### config.mk
export PLATFORM = sky130hd
export DESIGN_NAME = operand_fetch_unit_flat
export DESIGN_NICKNAME = d
export VERILOG_FILES = /design/src/rtl/operand_fetch_unit_pkg.sv /design/src/rtl/operand_fetch_unit_if.sv /design/src/rtl/operand_fetch_unit_group_reg.sv /design/src/rtl/operand_fetch_unit.sv /design/src/flat_wrapper.sv
export SDC_FILE = /design/constraint.sdc
export NUM_CORES = 1
export LEC_CHECK = 0
export BUFFER_PORTS_ARGS = -buffer_cell sky130_fd_sc_hd__buf_2
export CAP_MARGIN = 20
export CORE_UTILIZATION = 35
export DETAILED_ROUTE_END_ITERATION = 6
export PLACE_DENSITY = 0.64
export SLEW_MARGIN = 30
export SYNTH_ARGS = -nofsm -noshare
export SYNTH_HDL_FRONTEND = slang
export SYNTH_SLANG_ARGS = --single-unit
### constraint.sdc
create_clock -name clk -period 3.1 [get_ports clk]
set_input_delay 0.155 -clock clk [delete_from_list [all_inputs] [get_ports clk]]
set_output_delay 0.155 -clock clk [all_outputs]
set_load 0.03 [all_outputs]
### src/rtl/operand_fetch_unit_pkg.sv
// Shared types for the operand fetch unit: beat layout, FSM states, beat width.
package bitfuscnn_pkg;

  localparam int unsigned OFU_DATA_W  = 8;
  localparam int unsigned OFU_INDEX_W = 16;
  localparam int unsigned BEAT_W      = 2 * (OFU_DATA_W + OFU_INDEX_W);

  // Field order mirrors the RAM word: weight sits at the LSB end.
  typedef struct packed {
    logic [OFU_INDEX_W-1:0] act_index;
    logic [OFU_DATA_W-1:0]  act;
    logic [OFU_INDEX_W-1:0] w_index;
    logic [OFU_DATA_W-1:0]  w;
  } operand_beat_t;

  typedef enum logic [1:0] {
    IDLE  = 2'd0,
    RUN   = 2'd1,
    DRAIN = 2'd2
  } ofu_state_e;

endpackage

### src/rtl/operand_fetch_unit_if.sv
// Beat-in / group-out handshake bundle of the operand fetch unit.
interface operand_fetch_unit_if #(
  parameter int unsigned LANES   = 4,
  parameter int unsigned DATA_W  = 8,
  parameter int unsigned INDEX_W = 16
);
  logic                          beat_valid;
  logic                          beat_ready;
  logic [2*(DATA_W+INDEX_W)-1:0] beat_data;
  logic                          grp_valid;
  logic                          grp_ready;
  logic [LANES*DATA_W-1:0]       grp_weight;
  logic [LANES*DATA_W-1:0]       grp_activation;
  logic [LANES*INDEX_W-1:0]      grp_weight_index;
  logic [LANES*INDEX_W-1:0]      grp_activation_index;
  logic [LANES-1:0]              grp_lane_mask;
  logic                          grp_last;

  modport master (
    output beat_valid, beat_data, grp_ready,
    input  beat_ready, grp_valid, grp_weight, grp_activation,
           grp_weight_index, grp_activation_index, grp_lane_mask, grp_last
  );

  modport slave (
    input  beat_valid, beat_data, grp_ready,
    output beat_ready, grp_valid, grp_weight, grp_activation,
           grp_weight_index, grp_activation_index, grp_lane_mask, grp_last
  );
endinterface

### src/rtl/operand_fetch_unit_group_reg.sv
// Output holding register for one operand group plus lane-mask/last sideband.
module operand_group_reg #(
  parameter int unsigned LANES   = 4,
  parameter int unsigned DATA_W  = 8,
  parameter int unsigned INDEX_W = 16
) (
  input  logic                     clk,
  input  logic                     reset_n,
  input  logic                     clear,
  input  logic                     load,
  input  logic [LANES*DATA_W-1:0]  ld_weight,
  input  logic [LANES*DATA_W-1:0]  ld_activation,
  input  logic [LANES*INDEX_W-1:0] ld_weight_index,
  input  logic [LANES*INDEX_W-1:0] ld_activation_index,
  input  logic [LANES-1:0]         ld_lane_mask,
  input  logic                     ld_last,
  output logic                     grp_valid,
  input  logic                     grp_ready,
  output logic [LANES*DATA_W-1:0]  grp_weight,
  output logic [LANES*DATA_W-1:0]  grp_activation,
  output logic [LANES*INDEX_W-1:0] grp_weight_index,
  output logic [LANES*INDEX_W-1:0] grp_activation_index,
  output logic [LANES-1:0]         grp_lane_mask,
  output logic                     grp_last
);

  // load is only asserted by the parent when the register is free.
  always_ff @(posedge clk or negedge reset_n) begin
    if (!reset_n) begin
      grp_valid            <= 1'b0;
      grp_weight           <= '0;
      grp_activation       <= '0;
      grp_weight_index     <= '0;
      grp_activation_index <= '0;
      grp_lane_mask        <= '0;
      grp_last             <= 1'b0;
    end else if (clear) begin
      grp_valid            <= 1'b0;
      grp_weight           <= '0;
      grp_activation       <= '0;
      grp_weight_index     <= '0;
      grp_activation_index <= '0;
      grp_lane_mask        <= '0;
      grp_last             <= 1'b0;
    end else if (load) begin
      grp_valid            <= 1'b1;
      grp_weight           <= ld_weight;
      grp_activation       <= ld_activation;
      grp_weight_index     <= ld_weight_index;
      grp_activation_index <= ld_activation_index;
      grp_lane_mask        <= ld_lane_mask;
      grp_last             <= ld_last;
    end else if (grp_ready) begin
      grp_valid <= 1'b0;
    end
  end

endmodule

### src/rtl/operand_fetch_unit.sv
// Packs serial operand beats into LANES-wide groups with valid/ready back-pressure.
// Optional macro OPERAND_ZERO_SKIP_EN: drop beats whose weight or activation is zero.
module operand_fetch_unit
  import bitfuscnn_pkg::*;
#(
  parameter int unsigned LANES   = 4,
  parameter int unsigned DATA_W  = 8,
  parameter int unsigned INDEX_W = 16,
  parameter int unsigned CNT_W   = 16
) (
  input  logic             clk,
  input  logic             reset_n,
  input  logic             start,
  input  logic             flush,
  input  logic [CNT_W-1:0] num_beats,
  operand_fetch_unit_if.slave bus,
  output logic             busy,
  output logic             done
);

  localparam int unsigned FC_W = $clog2(LANES) + 1;

  ofu_state_e state_q, state_d;

  logic [CNT_W-1:0]         num_q, beat_cnt;
  logic [CNT_W:0]           beat_inc;
  logic [FC_W-1:0]          fill_cnt, fill_inc;
  logic [LANES*DATA_W-1:0]  fill_w, fill_a, nf_w, nf_a;
  logic [LANES*INDEX_W-1:0] fill_wi, fill_ai, nf_wi, nf_ai;
  logic [LANES-1:0]         fill_mask, nf_mask;
  logic                     closed, fill_last, done_q;
  logic                     accept, is_final, store, close_now, out_free, load, ld_last, last_hs;
  logic [DATA_W-1:0]        b_w, b_a;
  logic [INDEX_W-1:0]       b_wi, b_ai;

  assign b_w  = bus.beat_data[0 +: DATA_W];
  assign b_wi = bus.beat_data[DATA_W +: INDEX_W];
  assign b_a  = bus.beat_data[DATA_W+INDEX_W +: DATA_W];
  assign b_ai = bus.beat_data[2*DATA_W+INDEX_W +: INDEX_W];

  // closed: fill buffer holds a finished group waiting for the output register.
  assign bus.beat_ready = (state_q == RUN) && !closed &&
                          (fill_cnt < FC_W'(LANES)) && (beat_cnt < num_q);
  assign accept   = bus.beat_valid && bus.beat_ready;
  assign beat_inc = {1'b0, beat_cnt} + {{CNT_W{1'b0}}, 1'b1};
  assign is_final = (beat_inc == {1'b0, num_q});

`ifdef OPERAND_ZERO_SKIP_EN
  assign store = (b_w != '0) && (b_a != '0);
`else
  assign store = 1'b1;
`endif

  assign fill_inc  = fill_cnt + {{(FC_W-1){1'b0}}, store};
  assign close_now = accept && ((fill_inc == FC_W'(LANES)) || is_final);
  assign out_free  = !bus.grp_valid || bus.grp_ready;
  assign load      = out_free && (closed || close_now);
  assign ld_last   = closed ? fill_last : is_final;
  assign last_hs   = bus.grp_valid && bus.grp_ready && bus.grp_last;

  // Fill buffer with the incoming beat merged into its lane.
  always_comb begin
    nf_w    = fill_w;
    nf_a    = fill_a;
    nf_wi   = fill_wi;
    nf_ai   = fill_ai;
    nf_mask = fill_mask;
    for (int unsigned i = 0; i < LANES; i++) begin
      if (accept && store && (fill_cnt == FC_W'(i))) begin
        nf_w[i*DATA_W +: DATA_W]   = b_w;
        nf_a[i*DATA_W +: DATA_W]   = b_a;
        nf_wi[i*INDEX_W +: INDEX_W] = b_wi;
        nf_ai[i*INDEX_W +: INDEX_W] = b_ai;
        nf_mask[i]                  = 1'b1;
      end
    end
  end

  always_comb begin
    state_d = state_q;
    case (state_q)
      IDLE:    if (start && (num_beats != '0)) state_d = RUN;
      RUN:     if (accept && is_final)         state_d = DRAIN;
      DRAIN:   if (last_hs)                    state_d = IDLE;
      default: state_d = IDLE;
    endcase
    if (flush) state_d = IDLE;
  end

  always_ff @(posedge clk or negedge reset_n) begin
    if (!reset_n) state_q <= IDLE;
    else          state_q <= state_d;
  end

  always_ff @(posedge clk or negedge reset_n) begin
    if (!reset_n) begin
      num_q     <= '0;
      beat_cnt  <= '0;
      fill_cnt  <= '0;
      fill_w    <= '0;
      fill_a    <= '0;
      fill_wi   <= '0;
      fill_ai   <= '0;
      fill_mask <= '0;
      closed    <= 1'b0;
      fill_last <= 1'b0;
      done_q    <= 1'b0;
    end else if (flush) begin
      num_q     <= '0;
      beat_cnt  <= '0;
      fill_cnt  <= '0;
      fill_w    <= '0;
      fill_a    <= '0;
      fill_wi   <= '0;
      fill_ai   <= '0;
      fill_mask <= '0;
      closed    <= 1'b0;
      fill_last <= 1'b0;
      done_q    <= 1'b0;
    end else begin
      done_q <= ((state_q == IDLE) && start && (num_beats == '0)) ||
                ((state_q == DRAIN) && last_hs);
      if ((state_q == IDLE) && start) begin
        num_q     <= num_beats;
        beat_cnt  <= '0;
        fill_cnt  <= '0;
        fill_w    <= '0;
        fill_a    <= '0;
        fill_wi   <= '0;
        fill_ai   <= '0;
        fill_mask <= '0;
        closed    <= 1'b0;
        fill_last <= 1'b0;
      end else if (accept) begin
        beat_cnt <= beat_inc[CNT_W-1:0];
        if (close_now && out_free) begin
          fill_cnt  <= '0;
          fill_w    <= '0;
          fill_a    <= '0;
          fill_wi   <= '0;
          fill_ai   <= '0;
          fill_mask <= '0;
        end else begin
          fill_cnt  <= fill_inc;
          fill_w    <= nf_w;
          fill_a    <= nf_a;
          fill_wi   <= nf_wi;
          fill_ai   <= nf_ai;
          fill_mask <= nf_mask;
          if (close_now) begin
            closed    <= 1'b1;
            fill_last <= is_final;
          end
        end
      end else if (closed && out_free) begin
        fill_cnt  <= '0;
        fill_w    <= '0;
        fill_a    <= '0;
        fill_wi   <= '0;
        fill_ai   <= '0;
        fill_mask <= '0;
        closed    <= 1'b0;
        fill_last <= 1'b0;
      end
    end
  end

  // While a closed group waits, no beat is accepted, so nf_* equals the fill buffer.
  operand_group_reg #(
    .LANES  (LANES),
    .DATA_W (DATA_W),
    .INDEX_W(INDEX_W)
  ) u_group_reg (
    .clk                 (clk),
    .reset_n             (reset_n),
    .clear               (flush),
    .load                (load),
    .ld_weight           (nf_w),
    .ld_activation       (nf_a),
    .ld_weight_index     (nf_wi),
    .ld_activation_index (nf_ai),
    .ld_lane_mask        (nf_mask),
    .ld_last             (ld_last),
    .grp_valid           (bus.grp_valid),
    .grp_ready           (bus.grp_ready),
    .grp_weight          (bus.grp_weight),
    .grp_activation      (bus.grp_activation),
    .grp_weight_index    (bus.grp_weight_index),
    .grp_activation_index(bus.grp_activation_index),
    .grp_lane_mask       (bus.grp_lane_mask),
    .grp_last            (bus.grp_last)
  );

  assign busy = (state_q != IDLE);
  assign done = done_q;

endmodule

### src/flat_wrapper.sv
// flat-port wrapper written by rule: the top's interface ports become plain ports
module operand_fetch_unit_flat import bitfuscnn_pkg::*;
#(
  parameter int unsigned LANES   = 4,
  parameter int unsigned DATA_W  = 8,
  parameter int unsigned INDEX_W = 16,
  parameter int unsigned CNT_W   = 16
)
  (clk, reset_n, start, flush, num_beats, busy, done, bus_beat_valid, bus_beat_data, bus_grp_ready, bus_beat_ready, bus_grp_valid, bus_grp_weight, bus_grp_activation, bus_grp_weight_index, bus_grp_activation_index, bus_grp_lane_mask, bus_grp_last);
  operand_fetch_unit_if #(.LANES(LANES), .DATA_W(DATA_W), .INDEX_W(INDEX_W)) bus_i ();
  input  logic clk;
  input  logic reset_n;
  input  logic start;
  input  logic flush;
  input  logic [CNT_W-1:0] num_beats;
  output logic busy;
  output logic done;
  input wire logic [$bits(bus_i.beat_valid)-1:0] bus_beat_valid;
  input wire logic [$bits(bus_i.beat_data)-1:0] bus_beat_data;
  input wire logic [$bits(bus_i.grp_ready)-1:0] bus_grp_ready;
  output wire logic [$bits(bus_i.beat_ready)-1:0] bus_beat_ready;
  output wire logic [$bits(bus_i.grp_valid)-1:0] bus_grp_valid;
  output wire logic [$bits(bus_i.grp_weight)-1:0] bus_grp_weight;
  output wire logic [$bits(bus_i.grp_activation)-1:0] bus_grp_activation;
  output wire logic [$bits(bus_i.grp_weight_index)-1:0] bus_grp_weight_index;
  output wire logic [$bits(bus_i.grp_activation_index)-1:0] bus_grp_activation_index;
  output wire logic [$bits(bus_i.grp_lane_mask)-1:0] bus_grp_lane_mask;
  output wire logic [$bits(bus_i.grp_last)-1:0] bus_grp_last;
  assign bus_i.beat_valid = bus_beat_valid;
  assign bus_i.beat_data = bus_beat_data;
  assign bus_i.grp_ready = bus_grp_ready;
  assign bus_beat_ready = bus_i.beat_ready;
  assign bus_grp_valid = bus_i.grp_valid;
  assign bus_grp_weight = bus_i.grp_weight;
  assign bus_grp_activation = bus_i.grp_activation;
  assign bus_grp_weight_index = bus_i.grp_weight_index;
  assign bus_grp_activation_index = bus_i.grp_activation_index;
  assign bus_grp_lane_mask = bus_i.grp_lane_mask;
  assign bus_grp_last = bus_i.grp_last;
  operand_fetch_unit #(.LANES(LANES), .DATA_W(DATA_W), .INDEX_W(INDEX_W), .CNT_W(CNT_W)) u_core (.clk(clk), .reset_n(reset_n), .start(start), .flush(flush), .num_beats(num_beats), .bus(bus_i), .busy(busy), .done(done));
endmodule
# Word-level counts from Yosys, hierarchy flattened
# Index checks and enable logic that the tools add are counted.
[op_classes]
addsub = 2
magnitude_cmp = 2
n_eq_ne = 12
muxes = 86
n_reduce_logical = 37
[op_table]
columns = ["cell", "count"]
rows = [
  ["two-way mux 64 bit", 13],
  ["two-way mux 32 bit", 13],
  ["two-way mux 16 bit", 13],
  ["two-way mux 8 bit", 8],
  ["two-way mux 4 bit", 7],
  ["two-way mux 1 bit", 22],
  ["logical AND 1 bit", 19],
  ["adder 16 x 1 -> 17 bit (second input constant)", 1],
  ["== test 17 x 16 -> 1 bit", 1],
  ["zero test 16 bit", 1],
  ["< comparator 16 bit", 1],
  ["nonzero test 16 bit", 1],
  ["two-way mux 3 bit", 5],
  ["two-way mux 2 bit", 4],
  ["inequality test 4 bit (second input constant)", 2],
  ["== test 3 x 2 -> 1 bit (second input constant)", 2],
  ["inequality test 3 x 2 -> 1 bit (second input constant)", 2],
  ["case mux 2 bit (3 select lines)", 1],
  ["AND reduction 3 bit", 2],
  ["nonzero test 2 bit", 3],
  ["nonzero test 3 bit", 2],
  ["logical OR 1 bit", 4],
  ["nonzero test 4 bit", 1],
  ["adder 3 x 1 -> 3 bit (second input constant)", 1],
  ["9 further kinds", 10],
]
[word_totals]
register_bits = 434
out_inout_bits = 201
word_cells = 158

# Longest topological paths before layout
[depth]
word_depth = 11
ltp_mapped = 12

# By module
# From an unflattened synthesis, not the netlist that was laid out.
[unflattened]
cells_unflattened = 1653
area_unflattened_um2 = 20176.9
[modules_own_cells]
columns = ["module", "n_inst", "cells_per_inst", "area_per_inst_um2", "seq_area_each_um2"]
rows = [
  ["operand_fetch_unit", 1, 1014, 12190.4, 5905.7],
  ["operand_group_reg", 1, 639, 7986.4, 4954.8],
]

# Worst setup path before layout
# Ideal clock, no wire load.
[synth_timing]
path_type = "reg-to-reg"
from = "register u_core.beat_cnt[0]"
to = "register u_core.fill_ai[16]"
setup_ns = 0.121
arrival_ns = 2.868
required_ns = 2.979
setup_slack_ns = 0.111
stages_incl_launch_ff = 12
n_path_buf = 2
path_cell_list = "dfrtp_1 ha_1 and2_0 and4_1 mux2_2 a22oi_1 nand3_1 o21bai_1 a211oi_1 buf_2 buf_2 a22o_1"
[synth_between]
elab_chain_len = 9
[synth_lines]
columns = ["element", "line", "rtl"]
rows = [
  ["start, declared", "operand_fetch_unit.sv:25", "logic [CNT_W-1:0] num_q, beat_cnt;"],
  ["start signal, assigned", "operand_fetch_unit.sv:135", "beat_cnt <= beat_inc[CNT_W-1:0];"],
  ["adder 16 x 1 -> 17 bit or < comparator 16 bit (tied branches)", "operand_fetch_unit.sv:45, operand_fetch_unit.sv:43", ""],
  ["== test 17 x 16 -> 1 bit or logical AND 1 bit (tied branches)", "operand_fetch_unit.sv:46, operand_fetch_unit.sv:43", ""],
  ["logical OR 1 bit or logical AND 1 bit (tied branches)", "operand_fetch_unit.sv:55, operand_fetch_unit.sv:44", ""],
  ["logical AND 1 bit (on tied branches)", "operand_fetch_unit.sv:55, operand_fetch_unit.sv:69", ""],
  ["logical AND 1 bit or two-way mux 16 bit (tied branches)", "operand_fetch_unit.sv:136, operand_fetch_unit.sv:69", ""],
  ["two-way mux 64 bit", "operand_fetch_unit.sv:136", "if (close_now && out_free) begin"],
  ["two-way mux 64 bit", "operand_fetch_unit.sv:134", "end else if (accept) begin"],
  ["two-way mux 64 bit", "operand_fetch_unit.sv:123", "if ((state_q == IDLE) && start) begin"],
  ["two-way mux 64 bit", "operand_fetch_unit.sv:108", "end else if (flush) begin"],
  ["end signal, assigned", "operand_fetch_unit.sv:148", "fill_ai <= nf_ai;"],
  ["end, declared", "operand_fetch_unit.sv:29", "logic [LANES*INDEX_W-1:0] fill_wi, fill_ai, nf_wi, nf_ai;"],
]
# Several ways; a longest one is shown, not always the timed one.
# A chain may end at the register's enable or synchronous reset.

# Worst setup path in the final report
[layout_timing]
from = "register u_core.beat_cnt[9]"
to = "register u_core.u_group_reg.grp_activation[15]"
[layout_between]
elab_chain_len = 7
[layout_lines]
columns = ["element", "line", "rtl"]
rows = [
  ["adder 16 x 1 -> 17 bit or < comparator 16 bit (tied branches)", "operand_fetch_unit.sv:45, operand_fetch_unit.sv:43", ""],
  ["== test 17 x 16 -> 1 bit or logical AND 1 bit (tied branches)", "operand_fetch_unit.sv:46, operand_fetch_unit.sv:43", ""],
  ["logical OR 1 bit or logical AND 1 bit (tied branches)", "operand_fetch_unit.sv:55, operand_fetch_unit.sv:44", ""],
  ["logical AND 1 bit (on tied branches)", "operand_fetch_unit.sv:55, operand_fetch_unit.sv:69", ""],
  ["logical OR 1 bit or two-way mux 8 bit (tied branches)", "operand_fetch_unit.sv:57, operand_fetch_unit.sv:69", ""],
  ["logical AND 1 bit or two-way mux 32 bit (tied branches)", "operand_fetch_unit.sv:57, operand_fetch_unit_group_reg.sv:45", ""],
  ["nonzero test 2 bit (no line) or two-way mux 32 bit (tied branches)", "-", ""],
  ["end signal, assigned", "operand_fetch_unit_group_reg.sv:48", "grp_activation <= ld_activation;"],
  ["end, declared", "operand_fetch_unit_group_reg.sv:20", "output logic [LANES*DATA_W-1:0] grp_activation,"],
]
# Several ways; a longest one is shown, not always the timed one. The select of a mux whose other input is x is not followed.

==> results.sh <==
export IMPL_die_y_um=239
export IMPL_ctsRootBufferMaster="clkbuf_16"
export IMPL_p_per_area_mw_per_mm2=509
export IMPL_yosysUniqueCellTypes=52
export IMPL_worst_pin_slew_ns=0.813
export IMPL_ant_nets=0
export IMPL_gp_congestion=0.860
export IMPL_cts_path_max_buffers=3
export IMPL_area_growth_pct=31.4
export IMPL_yosys_warnings=0
export IMPL_clock_skew_ns=0.0156
export IMPL_maxCapViolations=0
export IMPL_routedWlPerCell_um=22.7
export IMPL_synth_top_family_by_area="compound AO/OA/AOI/OAI gates"
export IMPL_synthCells=1980
export IMPL_synth_top_area_cell="dfrtp_1"
export IMPL_grt_util_all_layers=0.231
export IMPL_switching_share=0.251
export IMPL_synth_edf_count=0
export IMPL_crit_path_top_delay_cell="dfrtp_1"
export IMPL_startpoint_type="flop"
export IMPL_viasPerCell=5.76
export IMPL_grt_pass1_wl_mm=103
export IMPL_drv_slew=0
export IMPL_yosys_most_used_dff="dfrtp_1"
export IMPL_nets=2377
export IMPL_dp_hpwl_mm=42.4
export IMPL_antennaDiodeCount=0
export IMPL_overflow=0
export IMPL_p_sw_w=0.00330
export IMPL_hp_class="in -> reg"
export IMPL_clk_pin_slew_ns=0.06
export IMPL_power_share_clock=0.481
export IMPL_synth_mux_area_frac=0.00216
export IMPL_seqPwrFrac=0.437
export IMPL_drc=0
export IMPL_drt_iter0_markers=1744
export IMPL_insertion_delay_ns=0.61
export IMPL_p_leak_nw=11.3
export IMPL_setup_viol=0
export IMPL_tns_ns=0
export IMPL_worstSetupEndpointType="flop"
export IMPL_synth_async_sr_flop_share=1.00
export IMPL_worstSetupPathType="reg -> reg"
export IMPL_cts_buffers=48
export IMPL_grt_max_degree=218
export IMPL_max_freq_ghz=0.330
export IMPL_cp_arrival_ns=3.53
export IMPL_vias=17700
export IMPL_relSlewSlack=0.458
export IMPL_status="finished, final reports clean"
export IMPL_holdWs_ns=0.0804
export IMPL_fin_crit_ns=3.03
export IMPL_pwr_share_comb=0.083
export IMPL_io_pins=271
export IMPL_cp_slowest_stage_delay_ns=0.43
export IMPL_antenna_found_initial=0
export IMPL_die_area_mm2=0.0573
export IMPL_syn_area_per_cell_um2=9.96
export IMPL_ys_top_cells_by_count="dfrtp_1, nand2_1, nor2_1"
export IMPL_period_share=0.977
export IMPL_synth_compound_area_frac=0.198
export IMPL_synth_fa_ha_area_frac=0.0146
export IMPL_start_util=0.356
export IMPL_drtPass1Iterations=7
export IMPL_io_buffers=270
export IMPL_netlist_area_mm2=0.0197
export IMPL_nFillCells=5037
export IMPL_ff_latch_area_mm2=0.0109
export IMPL_drt_total_wl_mm=69.8
export IMPL_ir_worst_vdd_mv=0.390
export IMPL_synth_area_top_cells="dfrtp_1, a22o_1, a311oi_1"
export IMPL_crit_top_cell="buf_6"
export IMPL_finalHoldViolCount=0
export IMPL_place_inst=2872
export IMPL_cts_tree="done"
export IMPL_fin_cells=3071
export IMPL_yosysMostFrequentCell="dfrtp_1"
export IMPL_htreeDepth=2
export IMPL_fin_ws_ns=0.0705
export IMPL_syn_nets=2073
export IMPL_required_ns=3.60
export IMPL_p_total_w=0.0132
export IMPL_drive_above_1_share=0.247
export IMPL_clock_sinks=434
export IMPL_crit_chain="nand4_2, buf_4, nor3_2, a32oi_1, nor4_1, nand4_1, buf_6, o31ai_4, buf_6, buf_12, clkbuf_16, nor2_1, a311oi_1"
export IMPL_synth_xor_area_frac=0.0147
export IMPL_die_w_um=239
export IMPL_multi_input_area_mm2=0.00807
export IMPL_synthSimpleGateAreaFrac=0.165
export IMPL_grt_pass1_vias=17000
export IMPL_core_area_mm2=0.0554
export IMPL_rows=86
export IMPL_ys_seq_area_frac=0.551
export IMPL_synth_top_area_frac=0.551
export IMPL_ys_seq_elements=434
export IMPL_critPathMaxFanout=8
export IMPL_cellInternalPower_w=0.00987
export IMPL_place_ws_ns=-0.151
-- power groups by stage --
stage / Combinational (W) / Sequential [W] / Clock (W)
6_report: 0.00109 / 0.00575 / 0.00633
5_1_grt: 0.00118 / 0.00576 / 0.00664
4_1_cts: 0.00105 / 0.00575 / 0.00643
3_5_place_dp: 0.000974 / 0.00586 / 0
3_3_place_gp: 0.000960 / 0.00586 / 0
2_1_floorplan: 0.000444 / 0.00588 / 0
-- registers in the layout (all words and copies together), names as in the netlist, 16 cells and up --
name,count
u_core.u_group_reg.grp_weight_index,64
u_core.fill_a,32
u_core.beat_cnt,16
u_core.u_group_reg.grp_weight,32
u_core.fill_wi,64
u_core.fill_ai,64
u_core.u_group_reg.grp_activation,32
u_core.num_q,16
u_core.u_group_reg.grp_activation_index,64
u_core.fill_w,32
-- layout make-up --
| cell class | instances | area share |
|---|---|---|
| Clock inverter | 20 | 0.0124 |
| Sequential cell | 434 | 0.420 |
| Clock buffer | 69 | 0.0552 |
| Tap cell | 748 | 0.0361 |
| Multi-Input combinational cell | 1276 | 0.311 |
| Timing Repair Buffer | 493 | 0.161 |
| Inverter | 31 | 0.00449 |
-- critical path, delay by kind of cell, from the launching register on --
kind,cells,cell delay [ns]
DFF,1,0.43
AOI/OAI and AO/OA,3,0.63
buffers and inverters,5,0.94
and+or+nand+nor,5,0.92
-- cell families (layout without fill, tap and decap cells) --
kind of cell | count (synthesis) | count (layout)
simple gates | 750 | 750
compound gates | 466 | 466
flops | 434 | 434
buf+inv | 270 | 613
xor+xnor | 33 | 33
fa+ha+maj | 23 | 23
mux | 4 | 4
-- what timing repair did --
action / CTS / global route
setup endpoints to repair: 390 / 394
gates resized for setup: 9 / 62
buffers inserted: 0 / 23
hold buffers: 67 / 0
endpoints found under the hold margin: 477 / 0
gates cloned: 0 / 19
pin swaps: 4 / 62
-- final timing paths --
| check | startpoint | to | slack, ns | cells past startpoint |
|---|---|---|---|---|
| worst max-delay path | u_core.beat_cnt[9]$_DFFE_PN0P_ | u_core.u_group_reg.grp_activation[15]$_DFFE_PN0P_ | 0.07 | 13 |
| min in group asynchronous | reset_n | u_core.fill_w[11]$_DFFE_PN0P_ | 0.19 | 2 |
| max in group asynchronous | reset_n | u_core.fill_ai[58]$_DFFE_PN0P_ | 1.94 | 3 |
| worst min register to register | u_core.fill_mask[1]$_DFFE_PN0P_ | u_core.fill_mask[1]$_DFFE_PN0P_ | 0.49 | 1 |
| worst min-delay path | flush | u_core.state_q[1]$_DFFE_PN0P_ | 0.08 | 3 |
| worst max register to register | u_core.beat_cnt[9]$_DFFE_PN0P_ | u_core.u_group_reg.grp_activation[15]$_DFFE_PN0P_ | 0.07 | 13 |
-- per-layer routing --
layer  vias to the layer above  GRT usage  share of wire
met5                         -          0              0
met4                         0     0.0723          0.026
met3                       123     0.0426          0.071
met2                       763      0.372           0.48
met1                      9017      0.315           0.42
li1                       7787          -              -
-- stage by stage --
step | utilization | area (um^2)
floorplan | - | 19700
global placement | 0.405 | 22500
detailed placement | 0.405 | 22500
CTS | 0.450 | 24900
global route | 0.468 | 25900
finish | 0.468 | 25900
-- cell usage in the layout (no fill, tap or decap), types with 9 or more instances in the layout --
cell           synthesis  layout
nand2_1              252     243
buf_4                  2      87
a311oi_2               0       9
xor2_1                15      15
inv_1                 31      31
xnor2_1               18      18
clkbuf_8               0      14
nor2_1               229     228
dfrtp_1              434     425
ha_1                  23      17
clkbuf_16              0      68
a311oi_1             193     184
a22o_1               194     194
nand3_1              212     209
buf_2                 46     268
nand2_2                0       9
nand4_1                9       9
dfrtp_2                0       9
buf_6                  0      10
dlygate4sd3_1          0      67
a21oi_1               31      30
buf_12                 0      29
buf_16                 0      11
No activity file was read; power rests on OpenSTA's default activity.
